`config.mk`:
```
export PLATFORM = sky130hd
export DESIGN_NAME = vga_mode_sequencer_flat
export DESIGN_NICKNAME = d
export VERILOG_FILES = /design/src/rtl/vga_mode_sequencer_if.sv /design/src/rtl/vga_mode_sequencer.sv /design/src/flat_wrapper.sv
export SDC_FILE = /design/constraint.sdc
export NUM_CORES = 1
export LEC_CHECK = 0
export CORE_MARGIN = 2
export CORE_UTILIZATION = 25
export CTS_BUF_LIST = sky130_fd_sc_hd__clkbuf_8
export DETAILED_ROUTE_END_ITERATION = 10
export DONT_BUFFER_PORTS = 1
export GPL_ROUTABILITY_DRIVEN = 1
export SYNTH_ARGS = -nofsm -noshare
export SYNTH_HDL_FRONTEND = slang
export SYNTH_SLANG_ARGS = --single-unit
```
`constraint.sdc`:
```
create_clock -name clk_i -period 2.3 [get_ports clk_i]
set_clock_uncertainty 0.15 [all_clocks]
set_input_delay 0.46 -clock clk_i [delete_from_list [all_inputs] [get_ports clk_i]]
set_output_delay 0.46 -clock clk_i [all_outputs]
set_load 0.02 [all_outputs]
```
`src/rtl/vga_mode_sequencer_if.sv`:
```
// Bundle between vga_mode_sequencer and its environment: request/response, timing pulses and Config write port.
// The sequencer is the slave; the requesters, the timing generator and Config together form the master side.
interface vga_mode_sequencer_if #(
    parameter int CONFIG_WIDTH = 4
);
    logic [1:0]              req;
    logic [1:0]              mode0;
    logic [1:0]              mode1;
    logic                    frame_start;
    logic                    load_config;
    logic                    valid;
    logic [CONFIG_WIDTH-1:0] addr;
    logic [CONFIG_WIDTH-1:0] data;
    logic                    blank;
    logic                    busy;
    logic [1:0]              ack;
    logic [1:0]              err;
    logic [1:0]              cur_mode;

    modport master (
        output req, mode0, mode1, frame_start, load_config,
        input  valid, addr, data, blank, busy, ack, err, cur_mode
    );

    modport slave (
        input  req, mode0, mode1, frame_start, load_config,
        output valid, addr, data, blank, busy, ack, err, cur_mode
    );
endinterface

```
`src/rtl/vga_mode_sequencer.sv`:
```
// Round-robin VGA mode-change sequencer: blank at frame boundary, write Config, await load, settle, acknowledge.
// Optional macro VGA_MODE_SEQ_SKIP_SAME_EN: a request for the already-active mode is acknowledged without a sequence.
module vga_mode_sequencer #(
    parameter int                      CONFIG_WIDTH  = 4,
    parameter logic [CONFIG_WIDTH-1:0] CFG_ADDR      = CONFIG_WIDTH'(4'b1011),
    parameter int                      SETTLE_FRAMES = 2,
    parameter int                      LOAD_TIMEOUT  = 15
) (
    input logic                 clk_i,
    input logic                 rst_ni,
    vga_mode_sequencer_if.slave bus
);

    localparam logic [7:0] LOAD_TIMEOUT_C  = 8'(LOAD_TIMEOUT);
    localparam logic [3:0] SETTLE_FRAMES_C = 4'(SETTLE_FRAMES);

    typedef enum logic [2:0] {
        ST_IDLE,
        ST_BLANK,
        ST_WRITE,
        ST_WAIT_LOAD,
        ST_SETTLE,
        ST_DONE,
        ST_ERR
    } state_e;

    state_e                  state_q, state_d;
    logic                    ptr_q, ptr_d;
    logic                    gnt_q, gnt_d;
    logic [1:0]              mode_q, mode_d;
    logic [1:0]              cur_mode_q, cur_mode_d;
    logic [7:0]              wait_cnt_q, wait_cnt_d;
    logic [3:0]              frame_cnt_q, frame_cnt_d;
    logic                    just_done_q, just_done_d;
    logic                    valid_q, valid_d;
    logic [CONFIG_WIDTH-1:0] addr_q, addr_d;
    logic [CONFIG_WIDTH-1:0] data_q, data_d;
    logic                    blank_q, blank_d;
    logic                    busy_q, busy_d;
    logic [1:0]              ack_q, ack_d;
    logic [1:0]              err_q, err_d;

    logic [1:0]              served_mask;
    logic [1:0]              req_eff;
    logic [1:0]              gnt_onehot_d;

    // The requester just served is hidden for the single IDLE cycle after DONE/ERR.
    for (genvar gi = 0; gi < 2; gi++) begin : g_req
        assign served_mask[gi]  = just_done_q && (int'(gnt_q) == gi);
        assign gnt_onehot_d[gi] = (int'(gnt_d) == gi);
    end

    assign req_eff = bus.req & ~served_mask;

    always_ff @(posedge clk_i) begin
        if (!rst_ni) begin
            state_q     <= ST_IDLE;
            ptr_q       <= 1'b0;
            gnt_q       <= 1'b0;
            mode_q      <= 2'b00;
            cur_mode_q  <= 2'b00;
            wait_cnt_q  <= 8'd0;
            frame_cnt_q <= 4'd0;
            just_done_q <= 1'b0;
            valid_q     <= 1'b0;
            addr_q      <= '0;
            data_q      <= '0;
            blank_q     <= 1'b0;
            busy_q      <= 1'b0;
            ack_q       <= 2'b00;
            err_q       <= 2'b00;
        end else begin
            state_q     <= state_d;
            ptr_q       <= ptr_d;
            gnt_q       <= gnt_d;
            mode_q      <= mode_d;
            cur_mode_q  <= cur_mode_d;
            wait_cnt_q  <= wait_cnt_d;
            frame_cnt_q <= frame_cnt_d;
            just_done_q <= just_done_d;
            valid_q     <= valid_d;
            addr_q      <= addr_d;
            data_q      <= data_d;
            blank_q     <= blank_d;
            busy_q      <= busy_d;
            ack_q       <= ack_d;
            err_q       <= err_d;
        end
    end

    always_comb begin
        state_d     = state_q;
        ptr_d       = ptr_q;
        gnt_d       = gnt_q;
        mode_d      = mode_q;
        wait_cnt_d  = wait_cnt_q;
        frame_cnt_d = frame_cnt_q;
        just_done_d = (state_q == ST_DONE) || (state_q == ST_ERR);

        unique case (state_q)
            ST_IDLE: begin
                if (req_eff != 2'b00) begin
                    gnt_d  = (req_eff == 2'b11) ? ptr_q : req_eff[1];
                    ptr_d  = ~gnt_d;
                    mode_d = gnt_d ? bus.mode1 : bus.mode0;
                    if (mode_d == 2'b11) begin
                        state_d = ST_ERR;
`ifdef VGA_MODE_SEQ_SKIP_SAME_EN
                    end else if (mode_d == cur_mode_q) begin
                        state_d = ST_DONE;
`endif
                    end else begin
                        state_d = ST_BLANK;
                    end
                end
            end
            ST_BLANK: begin
                if (bus.frame_start) begin
                    state_d = ST_WRITE;
                end
            end
            ST_WRITE: begin
                wait_cnt_d  = 8'd0;
                frame_cnt_d = 4'd0;
                state_d     = bus.load_config ? ST_SETTLE : ST_WAIT_LOAD;
            end
            ST_WAIT_LOAD: begin
                if (bus.load_config) begin
                    frame_cnt_d = 4'd0;
                    state_d     = ST_SETTLE;
                end else begin
                    wait_cnt_d = wait_cnt_q + 8'd1;
                    if (wait_cnt_d == LOAD_TIMEOUT_C) begin
                        state_d = ST_ERR;
                    end
                end
            end
            ST_SETTLE: begin
                if (bus.frame_start) begin
                    frame_cnt_d = frame_cnt_q + 4'd1;
                    if (frame_cnt_d == SETTLE_FRAMES_C) begin
                        state_d = ST_DONE;
                    end
                end
            end
            ST_DONE:  state_d = ST_IDLE;
            ST_ERR:   state_d = ST_IDLE;
            default:  state_d = ST_IDLE;
        endcase
    end

    // Outputs are decoded from the next state so every output is a plain register.
    always_comb begin
        valid_d    = (state_d == ST_WRITE);
        addr_d     = valid_d ? CFG_ADDR : '0;
        data_d     = valid_d ? CONFIG_WIDTH'(mode_d) : '0;
        blank_d    = (state_d == ST_BLANK) || (state_d == ST_WRITE) ||
                     (state_d == ST_WAIT_LOAD) || (state_d == ST_SETTLE);
        busy_d     = (state_d != ST_IDLE);
        ack_d      = (state_d == ST_DONE) ? gnt_onehot_d : 2'b00;
        err_d      = (state_d == ST_ERR) ? gnt_onehot_d : 2'b00;
        cur_mode_d = (state_d == ST_DONE) ? mode_d : cur_mode_q;
    end

    assign bus.valid    = valid_q;
    assign bus.addr     = addr_q;
    assign bus.data     = data_q;
    assign bus.blank    = blank_q;
    assign bus.busy     = busy_q;
    assign bus.ack      = ack_q;
    assign bus.err      = err_q;
    assign bus.cur_mode = cur_mode_q;

endmodule
```
`src/flat_wrapper.sv`:
```
// flat-port wrapper written by rule: the top's interface ports become plain ports
module vga_mode_sequencer_flat 
#(
    parameter int                      CONFIG_WIDTH  = 4,
    parameter logic [CONFIG_WIDTH-1:0] CFG_ADDR      = CONFIG_WIDTH'(4'b1011),
    parameter int                      SETTLE_FRAMES = 2,
    parameter int                      LOAD_TIMEOUT  = 15
)
  (clk_i, rst_ni, bus_req, bus_mode0, bus_mode1, bus_frame_start, bus_load_config, bus_valid, bus_addr, bus_data, bus_blank, bus_busy, bus_ack, bus_err, bus_cur_mode);
  vga_mode_sequencer_if #(.CONFIG_WIDTH(CONFIG_WIDTH)) bus_i ();
  input logic clk_i;
  input logic rst_ni;
  input wire logic [$bits(bus_i.req)-1:0] bus_req;
  input wire logic [$bits(bus_i.mode0)-1:0] bus_mode0;
  input wire logic [$bits(bus_i.mode1)-1:0] bus_mode1;
  input wire logic [$bits(bus_i.frame_start)-1:0] bus_frame_start;
  input wire logic [$bits(bus_i.load_config)-1:0] bus_load_config;
  output wire logic [$bits(bus_i.valid)-1:0] bus_valid;
  output wire logic [$bits(bus_i.addr)-1:0] bus_addr;
  output wire logic [$bits(bus_i.data)-1:0] bus_data;
  output wire logic [$bits(bus_i.blank)-1:0] bus_blank;
  output wire logic [$bits(bus_i.busy)-1:0] bus_busy;
  output wire logic [$bits(bus_i.ack)-1:0] bus_ack;
  output wire logic [$bits(bus_i.err)-1:0] bus_err;
  output wire logic [$bits(bus_i.cur_mode)-1:0] bus_cur_mode;
  assign bus_i.req = bus_req;
  assign bus_i.mode0 = bus_mode0;
  assign bus_i.mode1 = bus_mode1;
  assign bus_i.frame_start = bus_frame_start;
  assign bus_i.load_config = bus_load_config;
  assign bus_valid = bus_i.valid;
  assign bus_addr = bus_i.addr;
  assign bus_data = bus_i.data;
  assign bus_blank = bus_i.blank;
  assign bus_busy = bus_i.busy;
  assign bus_ack = bus_i.ack;
  assign bus_err = bus_i.err;
  assign bus_cur_mode = bus_i.cur_mode;
  vga_mode_sequencer #(.CONFIG_WIDTH(CONFIG_WIDTH), .CFG_ADDR(CFG_ADDR), .SETTLE_FRAMES(SETTLE_FRAMES), .LOAD_TIMEOUT(LOAD_TIMEOUT)) u_core (.clk_i(clk_i), .rst_ni(rst_ni), .bus(bus_i));
endmodule
```
==> flow_summary.yaml, run 1 <==
timing:
  finalHoldViolations: 0
  rsz0062_at_grt: "no"
  slew_headroom_pct: 49.93
  setup_tns_ns: 0
  layout_min_cycle_time_ns: 2.069
  max_freq_ghz: 0.4832
  finalCritPeriodShare_pct: 89.97
  setup-violations-final: 0
  slew_violations: 0
  worst_pin_slew_ns: 0.7501
pwr:
  ir_drop_mv: 0.2568
  finalPower_mw: 1.394
  power.leakage_nw: 0.7019
  pwr_density_cell_nw_per_um2: 770.2
logic_synthesis:
  ys_seq_area_share_pct: 37.13
  synth-main-ff-cell: "dfxtp_1"
  mappedNetlistArea_um2: 1672
  avgSynthCellArea_um2: 8.706
  syn_inst: 192
  synth_warnings: 0
  ys_seq_elements: 31
  ys_async_sr_fraction_pct: 0
  synth-edff-count: 0
  synth_cell_types: 53
setup_path:
  worst_ep_arrival_time_ns: 2.13
  crit_path_cell_trace: "ha_1 > xor2_1 > nand3b_1 > nor4_2 > a32oi_2 > o211ai_2 > nor3b_2"
  reg2reg_from: "u_core.wait_cnt_q[1]"
  reg2reg_slack_ns: 0.23
  cp_max_fo: 5
  critical_path_class: "reg -> reg"
  slowest_delay_ns: 0.40
  rr_endpoint: "u_core.bus.err[0]"
  cp_slowest_cell: "dfxtp_1"
  worstSetupEndpointType: "register"
  critPathRequiredTime_ns: 2.36
  reg2regPathDepth: 7
  cp-start-kind: "register"
final_layout:
  syn_to_final_growth_pct: 8.309
  fin_util_pct: 28.19
  design_area_um2: 1810
  stdcell_count: 270
  layout.nets: 206
  antenna_cells: 0
  drive_above_1_share_pct: 14.51
global_route:
  met1_usage_pct: 11.77
  grt_start_max_net_pins: 18
  grt_pass1_wl_mm: 5.533
  globalRouteTotalUtil_pct: 9.454
  grt_pass1_vias: 1240
  overflow: 0
  met2_usage_pct: 14.63
  busiest_layer: "met2"
  grt_antenna_before_repair: 0
  grt_use_met3_pct: 4.042
placement:
  place_area_um2: 1710
  gp_congestion: 0.7844
  dp_cells: 262
  port-buffer-count: 0
  hpwl_mm: 2.372
cts:
  hold_buffers: 0
  htree_levels: 2
  clock_latency_ns: 0.28
  ctsResizeCount: 0
  cts_root_buffer: "clkbuf_8"
  clk_pin_slew_ns: 0.07
  postCtsSetupBuffers: 0
  clockBufferDepth: 2
  cts_inserted_buffers: 5
  tritoncts: "built"
  cts_sinks: 31
route:
  route.detailed.drc: 4
  routed-via-count: 1251
  wl_per_cell_um: 11.85
  drt_first_pass_iters: 9
  ant_nets: 0
  drt-total-wl_mm: 3.199
  viasPerCell: 4.633
  drt_iter0_drc: 43
die:
  start_util_pct: 26.03
  rows: 29
  die_h_um: 85.77
  dieArea_um2: 7356
  die_x_um: 85.77
  io_pins: 27
  core_um2: 6422
worst_hold_path:
  hp-class: "in -> reg"
  hp-start: "rst_ni"
  hold_depth: 1
  min_to: "u_core.mode_q[1]"
run:
  cap_viol_max_count: 0
run_status:
  status: "finished with violations"
  violations: "design-rule violations"
[logic make-up (layout without fill, tap and decap cells)]
kind of cell	count (synthesis)	after routing	synth area share, %
AO/OA/AOI/OAI	40	40	16.39
XOR/XNOR	7	7	3.668
adder cells (fa/ha/maj)	4	4	2.994
buffers and inverters	16	15	6.137
flip-flops	31	31	37.13
multiplexers	8	8	5.090
other	1	3	0.2243
AND/OR/NAND/NOR	85	85	28.37
[through the flow]
stage | hold WS, ns | worst slack (ns)
finish | 0.1467 | 0.2306
global route | 0.1421 | 0.03353
CTS | 0.1404 | 0.2240
detailed placement | 0.3536 | 0.2433
global placement | 0.3345 | 0.2989
floorplan | 0.3197 | 0.3923
[layout by cell type (no fill, tap or decap), types with 2 or more instances in the layout]
| master | count |
|---|---|
| or2_1 | 3 |
| nor2_1 | 24 |
| and2_2 | 2 |
| a21oi_1 | 15 |
| o21a_1 | 3 |
| nand3b_1 | 3 |
| and2_1 | 3 |
| conb_1 | 3 |
| xor2_1 | 6 |
| nand2_1 | 17 |
| mux2i_1 | 4 |
| clkbuf_8 | 7 |
| buf_4 | 3 |
| nor3_1 | 6 |
| dfxtp_1 | 31 |
| nand3_1 | 4 |
| a21o_2 | 2 |
| o21ai_0 | 6 |
| nor3b_2 | 2 |
| mux2_2 | 3 |
| inv_1 | 4 |
| nand2b_1 | 2 |
| ha_1 | 4 |
| o211ai_1 | 2 |
| or3_1 | 2 |
| nor3b_1 | 3 |
| nor2b_1 | 3 |
| nand3_2 | 2 |
| a21o_1 | 2 |
[cell type report]
cell class                 count  area, µm²
sequential                    31      620.6
tap                           77      96.34
fill                         663       4612
multi-input combinational    147      955.9
clock buffer                   7      96.34
clock inverter                 1      3.754
inverter                       4      15.01
timing repair buffer           3      22.52
[worst max-delay path, delay by kind of cell, from the launching register on]
| kind | cells | cell delay [ns] |
|---|---|---|
| AOI/OAI and AO/OA | 2 | 0.47 |
| xor gates and xnor gates | 1 | 0.16 |
| adders and majority gates | 1 | 0.24 |
| DFF | 1 | 0.40 |
| and+or+nand+nor | 3 | 0.59 |
[flip-flops by register name, indices dropped and copies added, names as in the netlist]
| signal | flops |
|---|---|
| u_core.wait_cnt_q | 8 |
| u_core.bus.ack | 2 |
| u_core.bus.blank | 1 |
| u_core.mode_q | 2 |
| u_core.ptr_q | 1 |
| u_core.frame_cnt_q | 4 |
| u_core.state_q | 3 |
| u_core.bus.data | 2 |
| u_core.bus.busy | 1 |
| u_core.bus.cur_mode | 2 |
| u_core.gnt_q | 1 |
| u_core.bus.err | 2 |
| u_core.just_done_q | 1 |
| u_core.bus.addr | 1 |
[cell usage after synthesis (4+ instances only)]
cell | count | area share (%)
o21ai_0 | 6 | 1.8
mux2i_1 | 4 | 2.4
nor2_1 | 24 | 5.4
buf_4 | 9 | 4.0
nor3_1 | 6 | 1.8
ha_1 | 4 | 3.0
nand3_1 | 4 | 1.2
dfxtp_1 | 31 | 37
nand2_1 | 17 | 3.8
xor2_1 | 6 | 3.1
a21oi_1 | 15 | 4.5
[metal layers]
metal	part of all wire [%]	vias to the layer above
li1	-	656
met1	50	576
met2	44	17
met3	5.2	2
met4	0.72	0
met5	0	-
[report_power, final]
part	switching [mW]	internal, mW
registers	0.0667	0.578
clock network	0.203	0.269
logic	0.156	0.122
[worst max-delay path by stage]
stage	slack (ns)	to	cells past startpoint	from
floorplan	0.39	u_core.bus.cur_mode[1]	6	bus_req[1]
global placement	0.30	u_core.bus.data[0]	6	bus_req[1]
detailed placement	0.24	u_core.bus.err[0]	7	u_core.wait_cnt_q[1]
CTS	0.22	u_core.bus.err[0]	7	u_core.wait_cnt_q[1]
global route	0.03	u_core.bus.err[0]	7	u_core.wait_cnt_q[1]
finish	0.23	u_core.bus.err[0]	7	u_core.wait_cnt_q[1]
(Power assumes the default switching activity.)
==> run 2: changes to the inputs <==
Settings changed: RECOVER_POWER set to 100.
==> flow_summary.yaml, run 2 (synthesized netlist as in run 1, its figures left out) <==
run_status:
  status: "finished with violations"
  violations: "design-rule violations"
setup_path:
  reg2reg_slack_ns: 0.19
  reg2regPathDepth: 6
  cp_slowest_cell: "dfxtp_1"
  worstSetupEndpointType: "register"
  critPathRequiredTime_ns: 2.32
  slowest_delay_ns: 0.51
  critical_path_class: "reg -> reg"
  cp-start-kind: "register"
  cp_max_fo: 10
  worst_ep_arrival_time_ns: 2.13
  crit_path_cell_trace: "and2b_1 > nand2_1 > or2_0 > a21o_2 > nand3_2 > and3b_1"
final_layout:
  final_cell_mix: "31 x dfxtp_1, 24 x nor2_1, 17 x nand2_1, 15 x a21oi_1"
  antenna_cells: 0
  multi_input_area_um2: 943.4
  stdcell_count: 270
  syn_to_final_growth_pct: 7.560
  reg.largest.list: "u_core.wait_cnt_q (8), u_core.frame_cnt_q (4), u_core.state_q (3)"
  largest_reg_flops: 8
  mostFrequentLayoutCell: "dfxtp_1"
  layout.nets: 206
  n_fill_cell: 664
  top_register: "u_core.wait_cnt_q"
  drive_above_1_share_pct: 12.44
  seq_area_um2: 620.6
timing:
  worst_pin_slew_ns: 0.7501
  setup_tns_ns: 0
  slew_headroom_pct: 49.93
  max_freq_ghz: 0.4735
  finalHoldViolations: 0
  layout_min_cycle_time_ns: 2.112
  setup-violations-final: 0
  finalCritPeriodShare_pct: 91.82
  slew_violations: 0
  rsz0062_at_grt: "no"
cts:
  cts_inserted_buffers: 5
  tritoncts: "built"
  cts_root_buffer: "clkbuf_8"
  clockBufferDepth: 2
  cts_sinks: 31
  hold_buffers: 0
  ctsResizeCount: 0
  clk_pin_slew_ns: 0.07
  postCtsSetupBuffers: 0
  htree_levels: 2
  clock_latency_ns: 0.28
die:
  die_x_um: 85.77
  dieArea_um2: 7356
  rows: 29
  core_um2: 6422
  start_util_pct: 26.03
  die_h_um: 85.77
  io_pins: 27
route:
  route.detailed.drc: 2
  drt_iter0_drc: 65
  routed-via-count: 1258
  drt_first_pass_iters: 9
  drt-total-wl_mm: 3.204
  wl_per_cell_um: 11.87
  viasPerCell: 4.659
  ant_nets: 0
global_route:
  overflow: 0
  grt_pass1_vias: 1240
  grt_pass1_wl_mm: 5.533
  grt_start_max_net_pins: 18
  globalRouteTotalUtil_pct: 9.454
  grt_antenna_before_repair: 0
pwr:
  pwr_density_cell_nw_per_um2: 770.9
  ir_drop_mv: 0.2562
  power.leakage_nw: 0.7008
placement:
  gp_congestion: 0.7844
  port-buffer-count: 0
  hpwl_mm: 2.372
  dp_cells: 262
run:
  cap_viol_max_count: 0
worst_hold_path:
  hp-class: "in -> reg"
  hold_depth: 1
[run 2: changes by cell type in the layout (fill, tap and decap cells not counted), moves of 2 or more]
cell and delta:
mux2_2 -2, or2_0 +2, or2_1 -2, mux2_1 +2
[run 2: path summary, 6_finish.rpt]
check                        from                    to
min reg2reg  u_core.wait_cnt_q[7]  u_core.wait_cnt_q[7]
max             u_core.state_q[1]     u_core.bus.err[1]
max reg2reg     u_core.state_q[1]     u_core.bus.err[1]
min                        rst_ni      u_core.mode_q[1]
[run 2: cell type report]
type,instances,area share (%)
Timing Repair Buffer,3,1.253
Clock inverter,1,0.2088
Clock buffer,7,5.358
Multi-Input combinational cell,147,52.47
Sequential cell,31,34.52
Inverter,4,0.8351
Tap cell,77,5.358
[run 2: power by group]
part	internal, mW	switching, mW	leakage (nW)
sequential	0.578	0.0665	0.252
combinational	0.116	0.154	0.393
clock	0.269	0.203	0.0557
total	0.963	0.423	0.701
[run 2: per-stage QoR]
stage / util, % / power [mW] / worst slack, ns / hold WS [ns] / instance area, µm²
2_1_floorplan: - / 0.9001 / 0.3923 / 0.3197 / 1679
3_3_place_gp: 26.63 / 0.9321 / 0.2989 / 0.3345 / 1710
3_5_place_dp: 26.63 / 0.9343 / 0.2433 / 0.3536 / 1710
4_1_cts: 28.19 / 1.405 / 0.2240 / 0.1404 / 1810
5_1_grt: 28.00 / 1.465 / 0.02840 / 0.1421 / 1798
6_report: 28.00 / 1.386 / 0.1881 / 0.1471 / 1798
[run 2: critical path: cells and delay by family (launching register included)]
family,cells,cell delay (ns)
AOI/OAI and AO/OA,1,0.28
DFF,1,0.51
and+or+nand+nor,5,1.07
[run 2: routing by layer]
| metal | up-vias | track usage [%] | routed length, µm |
|---|---|---|---|
| met3 | 2 | 4.042 | 152 |
| met4 | 0 | 3.319 | 23 |
| li1 | 654 | - | - |
| met5 | - | 0 | 0 |
| met1 | 583 | 11.77 | 1619 |
| met2 | 19 | 14.63 | 1409 |
==> run 3: changes to the inputs <==
Settings changed: GPL_ROUTABILITY_DRIVEN 1 to unset.
==> results of run 3 <==
The final DEF is identical to that of run 2; final timing and power are the same.
==> patch (settings of run 2) <==
`CONFIG_WIDTH` is set to 4 in 3 places; all go to 6.
--- a/src/rtl/vga_mode_sequencer_if.sv
+++ b/src/rtl/vga_mode_sequencer_if.sv
@@ -3,3 +3,3 @@
 interface vga_mode_sequencer_if #(
-    parameter int CONFIG_WIDTH = 4
+    parameter int CONFIG_WIDTH = 6
 );
--- a/src/rtl/vga_mode_sequencer.sv
+++ b/src/rtl/vga_mode_sequencer.sv
@@ -3,3 +3,3 @@
 module vga_mode_sequencer #(
-    parameter int                      CONFIG_WIDTH  = 4,
+    parameter int                      CONFIG_WIDTH  = 6,
     parameter logic [CONFIG_WIDTH-1:0] CFG_ADDR      = CONFIG_WIDTH'(4'b1011),
--- a/src/flat_wrapper.sv
+++ b/src/flat_wrapper.sv
@@ -3,3 +3,3 @@
 #(
-    parameter int                      CONFIG_WIDTH  = 4,
+    parameter int                      CONFIG_WIDTH  = 6,
     parameter logic [CONFIG_WIDTH-1:0] CFG_ADDR      = CONFIG_WIDTH'(4'b1011),
Ports: changed (resized bus_addr and bus_data); port bits go from 27 to 31. The function was not compared with the original's and may differ.
==> patch against run 2 <==
Count of clock-buffer cells in the layout decreased by 1; routed wire length increased by 0.37%; critical path type unchanged; sequential power increased by 0.6%; synthesized cell count increased by 2.1%; power decreased by 2.1%; sequential cell count unchanged; synthesized area increased by 1.8%; utilization decreased by 0.99 points; critical endpoint unchanged; worst setup slack improved by 0.0088 ns; final area increased by 0.35%.
==> patch: results (changes against run 2) <==
| Metric | Value |
|---|---|
| 1st-iter DRT viols | `49 (was 65)` |
| VDD IR max | `214 uV (was 256 uV)` |
| Buffers on Ports | `0 (unchanged)` |
| Vias in the first global route | `1107 (was 1240)` |
| Worst Tran Pin Value | `0.750 ns (about the same)` |
| P_leak | `0.704 nW (was 0.701 nW)` |
| Vias per inst | `4.54 (was 4.66)` |
| Critical path's top delay family | `simple AND/OR/NAND/NOR gates (unchanged)` |
| Asr flop ratio synth | `0 (unchanged)` |
| Register area share after synthesis | `0.365 (was 0.371)` |
| Worst path max stage delay | `0.53 ns (was 0.51 ns)` |
| Met3 WL post-DR | `151 um (was 152 um)` |
| Avg Cell Area, Syn | `8.68 um^2 (was 8.71 um^2)` |
| Vias | `1254 (was 1258)` |
| Filler Cells Inserted | `717 (was 664)` |
| M1 wire length | `1630 um (was 1620 um)` |
| CTS resizes | `0 (unchanged)` |
| First drt pass iteration count | `4 (was 9)` |
| Setup Buffers After CTS | `0 (unchanged)` |
| Sw Ratio | `0.316 (was 0.305)` |
| Synth cell count leaders | `31 x dfxtp_1, 24 x nor2_1, 17 x nand2_1 (unchanged)` |
| Layout cell share with drive strength beyond 1 | `0.122 (was 0.124)` |
| H-tree lvl count | `2 (unchanged)` |
| Status | `completed (was finished with violations)` |
| Dpl cells | `269 (was 262)` |
| Nets | `210 (was 206)` |
| Met2 wire length | `1390 um (was 1410 um)` |
| Tot GR Track Use | `0.0884 (was 0.0945)` |
| Final GP Congestion | `0.774 (was 0.784)` |
| First-pass GRT wire length | `5250 um (was 5530 um)` |
| Detail Placement HPWL | `2430 um (was 2370 um)` |
| Final wirelength | `3220 um (was 3200 um)` |
## patch: final timing paths
kind / from / to / slack [ns] / cells past startpoint
hold / removal: rst_ni / u_core.mode_q[1] / 0.15 / 1
setup / recovery: u_core.state_q[1] / u_core.bus.err[1] / 0.20 / 6
setup reg to reg: u_core.state_q[1] / u_core.bus.err[1] / 0.20 / 6
hold reg to reg: u_core.wait_cnt_q[7] / u_core.wait_cnt_q[7] / 0.35 / 2
## patch: routing by layer
layer,up-vias,GRT usage
met1,569,0.120
met3,5,0.0305
met4,0,0.0298
met5,-,0
li1,657,-
met2,23,0.130
## patch: layout make-up
type	count	area [um^2]	area share
multi-input cells	151	958	0.531
clock inverters	1	5.00	0.00277
flip-flops and latches	31	621	0.344
inverters	4	15.0	0.00832
clock buffers	6	82.6	0.0458
well taps	80	100	0.0555
repair buffers	3	22.5	0.0125
## patch: kinds of logic (layout without fill, tap and decap cells)
logic type / count (synthesis) / count (layout) / synth area share
flops: 31 / 31 / 0.365
other cells: 1 / 7 / 0.00220
simple gates: 85 / 85 / 0.279
fa+ha+maj: 4 / 4 / 0.0294
compound gates: 40 / 40 / 0.161
mux: 8 / 8 / 0.0500
buf+inv: 20 / 14 / 0.0779
xor+xnor: 7 / 7 / 0.0360
## patch: power by group through the flow
stage                     Clock [W]  Sequential, W  Combinational [W]
after CTS                  0.000448       0.000649           0.000283
after global placement            0       0.000661           0.000279
after global routing       0.000471       0.000656           0.000306
after detailed placement          0       0.000661           0.000282
final                      0.000436       0.000648           0.000273
after floorplan                   0       0.000625           0.000286
## patch: per-stage QoR
step           power (W)  area, um^2  setup WS [ns]
2_1_floorplan   0.000911        1720          0.392
3_3_place_gp    0.000940        1730          0.297
3_5_place_dp    0.000943        1730          0.245
4_1_cts          0.00138        1820          0.232
5_1_grt          0.00143        1800         0.0235
6_report         0.00136        1800          0.197
